--- src/rtl/lsu_bus_adapter.sv ---
// Load/store adapter from the core data-memory request to a valid/ready bus with variable latency.
// Optional LSU_TIMEOUT_EN: abort with core_err after TIMEOUT_CYCLES cycles in REQ/WAIT.
module lsu_bus_adapter #(
   parameter int unsigned ADDR_W         = 32,
   parameter int unsigned TIMEOUT_CYCLES = 256
) (
   input  logic              clk,
   input  logic              rst,
   input  logic              core_valid,
   input  logic              core_we,
   input  logic [1:0]        core_size,
   input  logic              core_sign,
   input  logic [ADDR_W-1:0] core_addr,
   input  logic [31:0]       core_wdata,
   output logic              core_stall,
   output logic              core_done,
   output logic [31:0]       core_rdata,
   output logic              core_err,
   output logic              bus_req_valid,
   input  logic              bus_req_ready,
   output logic              bus_we,
   output logic [ADDR_W-1:0] bus_addr,
   output logic [3:0]        bus_be,
   output logic [31:0]       bus_wdata,
   input  logic              bus_rsp_valid,
   input  logic [31:0]       bus_rsp_rdata
);
   typedef enum logic [1:0] {IDLE, REQ, WAIT, DONE} state_t;

   state_t            state_q, state_d;
   logic              bus_req_valid_q, bus_req_valid_d;
   logic              bus_we_q, bus_we_d;
   logic [ADDR_W-1:0] bus_addr_q, bus_addr_d;
   logic [3:0]        bus_be_q, bus_be_d;
   logic [31:0]       bus_wdata_q, bus_wdata_d;
   logic              core_done_q, core_done_d;
   logic [31:0]       core_rdata_q, core_rdata_d;
   logic              core_err_q, core_err_d;
   logic [1:0]        addr_lo_q, addr_lo_d;
   logic [1:0]        size_q, size_d;
   logic              sign_q, sign_d;

   logic              req_legal;
   logic [3:0]        req_be;
   logic [31:0]       req_wdata;
   logic [7:0]        lane_b;
   logic [15:0]       lane_h;
   logic [31:0]       rsp_fmt;

`ifdef LSU_TIMEOUT_EN
   localparam int unsigned CNT_W = $clog2(TIMEOUT_CYCLES) + 1;
   localparam logic [CNT_W-1:0] TMO_LAST = CNT_W'(TIMEOUT_CYCLES - 1);
   logic [CNT_W-1:0] cnt_q, cnt_d;
`endif

   always_comb begin
      req_legal = 1'b0;
      req_be    = '0;
      req_wdata = '0;
      case (core_size)
         2'b00: begin
            req_legal = 1'b1;
            req_be    = 4'b0001 << core_addr[1:0];
            req_wdata = {4{core_wdata[7:0]}};
         end
         2'b01: begin
            req_legal = ~core_addr[0];
            req_be    = core_addr[1] ? 4'b1100 : 4'b0011;
            req_wdata = {2{core_wdata[15:0]}};
         end
         2'b10: begin
            req_legal = (core_addr[1:0] == 2'b00);
            req_be    = 4'b1111;
            req_wdata = core_wdata;
         end
         default: ;
      endcase
   end

   always_comb begin
      case (addr_lo_q)
         2'd0:    lane_b = bus_rsp_rdata[7:0];
         2'd1:    lane_b = bus_rsp_rdata[15:8];
         2'd2:    lane_b = bus_rsp_rdata[23:16];
         default: lane_b = bus_rsp_rdata[31:24];
      endcase
      lane_h = addr_lo_q[1] ? bus_rsp_rdata[31:16] : bus_rsp_rdata[15:0];
      case (size_q)
         2'b00:   rsp_fmt = {{24{sign_q & lane_b[7]}}, lane_b};
         2'b01:   rsp_fmt = {{16{sign_q & lane_h[15]}}, lane_h};
         default: rsp_fmt = bus_rsp_rdata;
      endcase
   end

   always_comb begin
      state_d         = state_q;
      bus_req_valid_d = bus_req_valid_q;
      bus_we_d        = bus_we_q;
      bus_addr_d      = bus_addr_q;
      bus_be_d        = bus_be_q;
      bus_wdata_d     = bus_wdata_q;
      core_done_d     = 1'b0;
      core_rdata_d    = core_rdata_q;
      core_err_d      = core_err_q;
      addr_lo_d       = addr_lo_q;
      size_d          = size_q;
      sign_d          = sign_q;
      case (state_q)
         IDLE: begin
            if (core_valid) begin
               if (req_legal) begin
                  state_d         = REQ;
                  bus_req_valid_d = 1'b1;
                  bus_we_d        = core_we;
                  bus_addr_d      = {core_addr[ADDR_W-1:2], 2'b00};
                  bus_be_d        = req_be;
                  bus_wdata_d     = req_wdata;
                  addr_lo_d       = core_addr[1:0];
                  size_d          = core_size;
                  sign_d          = core_sign;
               end else begin
                  state_d      = DONE;
                  core_done_d  = 1'b1;
                  core_err_d   = 1'b1;
                  core_rdata_d = '0;
               end
            end
         end
         REQ: begin
            if (bus_req_ready) begin
               state_d         = WAIT;
               bus_req_valid_d = 1'b0;
            end
         end
         WAIT: begin
            if (bus_rsp_valid) begin
               state_d      = DONE;
               core_done_d  = 1'b1;
               core_err_d   = 1'b0;
               core_rdata_d = bus_we_q ? '0 : rsp_fmt;
            end
         end
         default: begin
            state_d    = IDLE;
            core_err_d = 1'b0;
         end
      endcase
`ifdef LSU_TIMEOUT_EN
      // Counter is cleared throughout IDLE, so it starts from zero on every REQ entry.
      cnt_d = cnt_q;
      if (state_q == IDLE) begin
         cnt_d = '0;
      end else if (state_q == REQ || (state_q == WAIT && !bus_rsp_valid)) begin
         if (cnt_q == TMO_LAST) begin
            state_d         = DONE;
            bus_req_valid_d = 1'b0;
            core_done_d     = 1'b1;
            core_err_d      = 1'b1;
            core_rdata_d    = '0;
         end else begin
            cnt_d = cnt_q + 1'b1;
         end
      end
`endif
   end

   always_ff @(posedge clk) begin
      if (rst) begin
         state_q         <= IDLE;
         bus_req_valid_q <= 1'b0;
         bus_we_q        <= 1'b0;
         bus_addr_q      <= '0;
         bus_be_q        <= '0;
         bus_wdata_q     <= '0;
         core_done_q     <= 1'b0;
         core_rdata_q    <= '0;
         core_err_q      <= 1'b0;
         addr_lo_q       <= '0;
         size_q          <= '0;
         sign_q          <= 1'b0;
      end else begin
         state_q         <= state_d;
         bus_req_valid_q <= bus_req_valid_d;
         bus_we_q        <= bus_we_d;
         bus_addr_q      <= bus_addr_d;
         bus_be_q        <= bus_be_d;
         bus_wdata_q     <= bus_wdata_d;
         core_done_q     <= core_done_d;
         core_rdata_q    <= core_rdata_d;
         core_err_q      <= core_err_d;
         addr_lo_q       <= addr_lo_d;
         size_q          <= size_d;
         sign_q          <= sign_d;
      end
   end

`ifdef LSU_TIMEOUT_EN
   always_ff @(posedge clk) begin
      if (rst) cnt_q <= '0;
      else     cnt_q <= cnt_d;
   end
`endif

   assign core_stall    = (state_q == IDLE && core_valid) || state_q == REQ || state_q == WAIT;
   assign core_done     = core_done_q;
   assign core_rdata    = core_rdata_q;
   assign core_err      = core_err_q;
   assign bus_req_valid = bus_req_valid_q;
   assign bus_we        = bus_we_q;
   assign bus_addr      = bus_addr_q;
   assign bus_be        = bus_be_q;
   assign bus_wdata     = bus_wdata_q;
endmodule

--- config.mk ---
export PLATFORM = sky130hd
export DESIGN_NAME = lsu_bus_adapter
export DESIGN_NICKNAME = d
export VERILOG_FILES = /design/src/rtl/lsu_bus_adapter.sv
export SDC_FILE = /design/constraint.sdc
export NUM_CORES = 1
export LEC_CHECK = 0
export ABC_CLOCK_PERIOD_IN_PS = 3000
export CAP_MARGIN = 20
export CORE_ASPECT_RATIO = 1.75
export CORE_MARGIN = 5
export CORE_UTILIZATION = 47
export CTS_BUF_LIST = sky130_fd_sc_hd__clkbuf_2 sky130_fd_sc_hd__clkbuf_4 sky130_fd_sc_hd__clkbuf_8
export CTS_CLUSTER_DIAMETER = 40
export DETAILED_ROUTE_END_ITERATION = 10
export GPL_TIMING_DRIVEN = 0
export PLACE_DENSITY_LB_ADDON = 0.1
export SYNTH_ARGS = -nofsm -noshare
export SYNTH_HDL_FRONTEND = slang
export SYNTH_SLANG_ARGS = --single-unit
--- constraint.sdc ---
create_clock -name clk -period 3 [get_ports clk]
set_input_delay 0.75 -clock clk [delete_from_list [all_inputs] [get_ports clk]]
set_output_delay 0.75 -clock clk [all_outputs]
set_load 0.03 [all_outputs]
Word-level counts from Yosys, hierarchy flattened --
Index checks and enable logic that the tools add are counted.
Cells by class: eq/ne operators 12, shift-type cells 1, multiplexer cells 29, bitwise logic cells 4, reductions and logical operators 15
Operators by type and width (count):
- two-way mux 32 bit | 4
- one-hot mux 32 bit (2 select lines) | 2
- one-hot mux 32 bit (3 select lines) | 1
- one-hot mux 8 bit (3 select lines) | 1
- two-way mux 16 bit | 1
- one-hot mux 4 bit (3 select lines) | 1
- AND reduction 4 bit | 3
- logical NOT 2 bit | 5
- inequality test 2 bit, second input constant | 5
- two-way mux 1 bit | 9
- == test 2 x 1 -> 1 bit, second input constant | 4
- two-way mux 2 bit | 4
- == test 2 bit, second input constant | 3
- one-hot mux 1 bit (3 select lines) | 2
- one-hot mux 2 bit (3 select lines) | 1
- AND reduction 3 bit | 2
- two-way mux 4 bit | 1
- one-hot mux 1 bit (2 select lines) | 2
- nonzero test 2 bit | 2
- left shift 1 x 2 -> 4 bit, first input constant | 1
- bitwise AND 1 bit | 2
- logical OR 1 bit | 2
- NOT 1 bit | 2
- logical AND 1 bit | 1
Word-level totals: register bits after elaboration 109, input port bits 105, output and inout bits 105, word-level logic and storage cells 73

Longest topological paths before layout --
depth in word-level cells 7, depth in mapped cells 10, depth with buffers taken out 7

Least setup slack after synthesis --
No wires, ideal clock.
kind input to register, from input core_size[0], to register core_rdata_q[22] (netlist: core_rdata[22]), setup time 0.122 ns, arrival time 2.123 ns, data required time 2.878 ns, path slack 0.755 ns, stages 9, buffers on the path 4, path through buf_6 nor3_2 o31ai_2 and3_1 buf_6 and3_1 buf_6 buf_6 a221o_1
On the way: longest elaborated chain between the ends 4, elaborated cells between the ends (all ways) 6, those cells by class eq/ne: 3; mux: 1; reduce/logical: 2
Ends and longest elaborated chain:
- start, declared | line 11 | input logic [1:0] core_size,
- == test 2 bit, or another cell as far along | line 60 | case (core_size)
- one-hot mux 1 bit (3 select lines) * | line 60
- inequality test 2 bit (no line) *
- AND reduction 4 bit (no line) *
- end signal, assigned | line 189 | core_rdata_q <= core_rdata_d;
- end, declared | line 37 | logic [31:0] core_rdata_q, core_rdata_d;
Mark *: on every way between the ends. The rest lies on a longest branch, timed or not. A chain may end at the register's enable or synchronous reset.

Final worst setup path --
from input core_valid, to output core_stall
On the way: longest elaborated chain between the ends 3
Ends and longest elaborated chain:
- start, declared | line 9 | input logic core_valid,
- logical AND 1 bit | line 204 | assign core_stall = (state_q == IDLE && core_valid) || state_q == REQ || state_q == WAIT;
- logical OR 1 bit (2 in a row) | line 204
- end, declared | line 15 | output logic core_stall,
Every way passes these cells.

==> results.tsv <==
metric	value	unit
vias in the first global route	5045	
slack of the worst reg-to-reg path	0.60	ns
Root Buffer Master	clkbuf_8	
final std cells w/o fill	904	
Reg clk slew, reported paths	0.11	ns
Vias	4934	
initial core utilization	47.83	%
final wirelength	15610	um
DPL Wire Length	12570	um
GRT Overall Usage	24.91	%
Hold EP	bus_addr[21]	
Async S/R FF share, synth	0	%
clock skew	0.007701	ns
count of state elements after synthesis	109	
area leader, netlist	dfxtp_1	
Worst Tran Pin Value	0.6758	ns
Post-CTS Hold Fix Bufs	0	
Data arrival, critical path	2.20	ns
top cell type's share of synthesized area	46.61	%
Die W	85.45	um
Seq/Total Area, Yosys	46.61	%
Worst R2R End	bus_wdata[6]	
Primary FF master, synth	dfxtp_1	
I/O pin count	210	
number of fill cells in the layout	787	
RSZ-0062 raised after global routing	false	
Cell Rows	48	
fin. max-slew vios	0	
First-pass DRT Iterations	5	
Required @ worst endpoint	2.25	ns
Post-synth EDFFs	0	
status	finished, final reports clean	
Rel. slew slack	54.95	%
CP startpoint	core_valid	
placed cells	888	
synth warn	0	
Remaining DRCs	0	
Pleak	2.586	nW
path depth of the worst reg2reg path	9	
maxcap violations	0	
drt via density	5.458	
Layout Nets	883	
HP Start	bus_addr[21]	
mapped cell area	4682	um2
Die Y	142.0	um
Setup CP Type	in -> out	
CTS buffer count	9	
Fmax achieved	338.7	MHz
antenna cells	0	
post-layout min period	2.952	ns
Worst Hold Class	reg -> reg	
die area	12140	um2
global-route wire length before repair	24070	um
power per cell area	591.2	nW/um2
clock latency at the later pin of the worst-skew pair	0.38	ns
layout cells sized above 1	5.905	%
Gate Count Post-Synth	557	
Core Area	9789	um2
initial antenna violation count	0	
final worst slack	0.04783	ns
clock sink count	109	
largest cells by area after synthesis	dfxtp_1 (47%), nand2_1 (9.4%), a21oi_1 (5.9%), mux2i_1 (4.1%), nor2_1 (4.0%)	
Yosys cell types	50	
routability cong.	0.9201	
largest net degree at the start of global routing	20	
pre-CTS WS	-0.04262	ns
critical path launch point type	primary input	
CP Capture Type	primary output	
H-tree depth	3	
hold path cells	2	
Setup Buffers After CTS	0	
reg2reg start	state_q[0]	
endpoints failing hold	0	
post-DR wirelength/cell	17.26	um
worst-case clock buffer depth	2	
Avg Inst Size Synth	8.406	um2
area grow syn2layout	51.68	%
CTS resizes	0	
starting DRC count in detailed routing	186	
Buffers on Ports	205	
grt ovf	0	
crit-path max FO	4	
Final period util	98.41	%
final setup vio count	0	
TritonCTS clock tree	yes	
post-route ant nets	0	
Max VDD drop	0.3915	mV
## cell families (layout without fill, tap and decap cells)
| kind of cell | count (synthesis) | in the layout | synth area share (%) |
|---|---|---|---|
| other | 1 | 2 | 0.08009 |
| AO/OA/AOI/OAI | 152 | 152 | 21.65 |
| multiplexers | 27 | 27 | 5.986 |
| adder cells (fa/ha/maj) | 4 | 4 | 1.069 |
| flip-flops | 109 | 109 | 46.61 |
| AND/OR/NAND/NOR | 210 | 210 | 19.00 |
| buffers and inverters | 54 | 275 | 5.612 |
## power by group
group | total (mW) | switching [mW] | internal (mW)
sequential | 1.69 | 0.0879 | 1.60
combinational | 1.57 | 0.919 | 0.650
clock | 0.940 | 0.528 | 0.413
## metal layers
metal / vias to the layer above / GRT usage [%] / wire length, um
met4: 0 / 12.84 / 781
met3: 45 / 8.806 / 1361
met5: - / 0 / 0
li1: 2382 / - / -
met1: 2299 / 23.09 / 5161
met2: 208 / 46.76 / 8302
## state kept, by name, summed over array words and instances (netlist names)
| register | count |
|---|---|
| addr_lo_q | 2 |
| core_rdata | 32 |
| bus_req_valid | 1 |
| bus_be | 4 |
| size_q | 2 |
| state_q | 2 |
| bus_addr | 30 |
| core_err | 1 |
| bus_we | 1 |
| bus_wdata | 32 |
| sign_q | 1 |
| core_done | 1 |
## per-stage QoR
stage	utilization (%)	instance area, um2	total power, mW	hold slack [ns]	setup TNS [ns]
finish	72.55	7102	4.199	0.4603	0
global route	72.55	7102	4.416	0.4790	0
CTS	72.55	7102	4.220	0.4619	0
detailed placement	70.42	6894	3.288	0.4475	-0.3469
global placement	70.42	6894	3.250	0.4342	0
floorplan	-	4686	2.644	0.4451	0
## worst max-delay path by stage
| stage | end | slack [ns] | cells after the start |
|---|---|---|---|
| finish | core_stall | 0.05 | 4 |
| global route | core_stall | 0.01 | 4 |
| CTS | core_stall | 0.05 | 4 |
| detailed placement | bus_addr[11] | -0.04 | 8 |
| global placement | bus_be[3] | 0.006 | 7 |
| floorplan | core_rdata[22] | 0.76 | 9 |
## critical path, stage by stage
cell and delay (ns):
clkdlybuf4s50_1 0.54, nand2_1 0.14, nand2_1 0.11, clkdlybuf4s50_1 0.67
## area by class of cell
cell class | count | area [um2] | share of cell area, %
plain buffers | 46 | 232.7 | 3.277
inverters | 8 | 30.03 | 0.4228
repair buffers | 205 | 2052 | 28.89
clock inverters | 6 | 76.32 | 1.075
well taps | 125 | 156.4 | 2.202
clock buffers | 10 | 131.4 | 1.850
multi-input cells | 395 | 2241 | 31.55
flip-flops and latches | 109 | 2182 | 30.73
## synthesized netlist by cell type, drive strengths merged (2+ instances only)
cell type,instances
nand2b,5
a211oi,24
nand2,117
o31ai,7
o211ai,2
nor3,19
buf,17
nor2,51
clkbuf,29
mux2,8
a221o,18
mux2i,19
ha,4
dfxtp,109
nor3b,2
and3,3
o22ai,7
a21oi,56
nor2b,5
o21ai,19
a21boi,7
inv,8
## layout by cell type (no fill, tap or decap), types with 7 or more instances in the layout
| master | n |
|---|---|
| a211oi_1 | 24 |
| a21boi_0 | 7 |
| a21oi_1 | 55 |
| a221o_1 | 18 |
| clkbuf_1 | 29 |
| clkbuf_8 | 9 |
| clkdlybuf4s50_1 | 205 |
| dfxtp_1 | 109 |
| inv_1 | 8 |
| mux2_2 | 8 |
| mux2i_1 | 19 |
| nand2_1 | 117 |
| nor2_1 | 50 |
| nor3_1 | 18 |
| o21ai_0 | 19 |
| o22ai_1 | 7 |
Note: power is estimated with default switching activity, not from simulation.
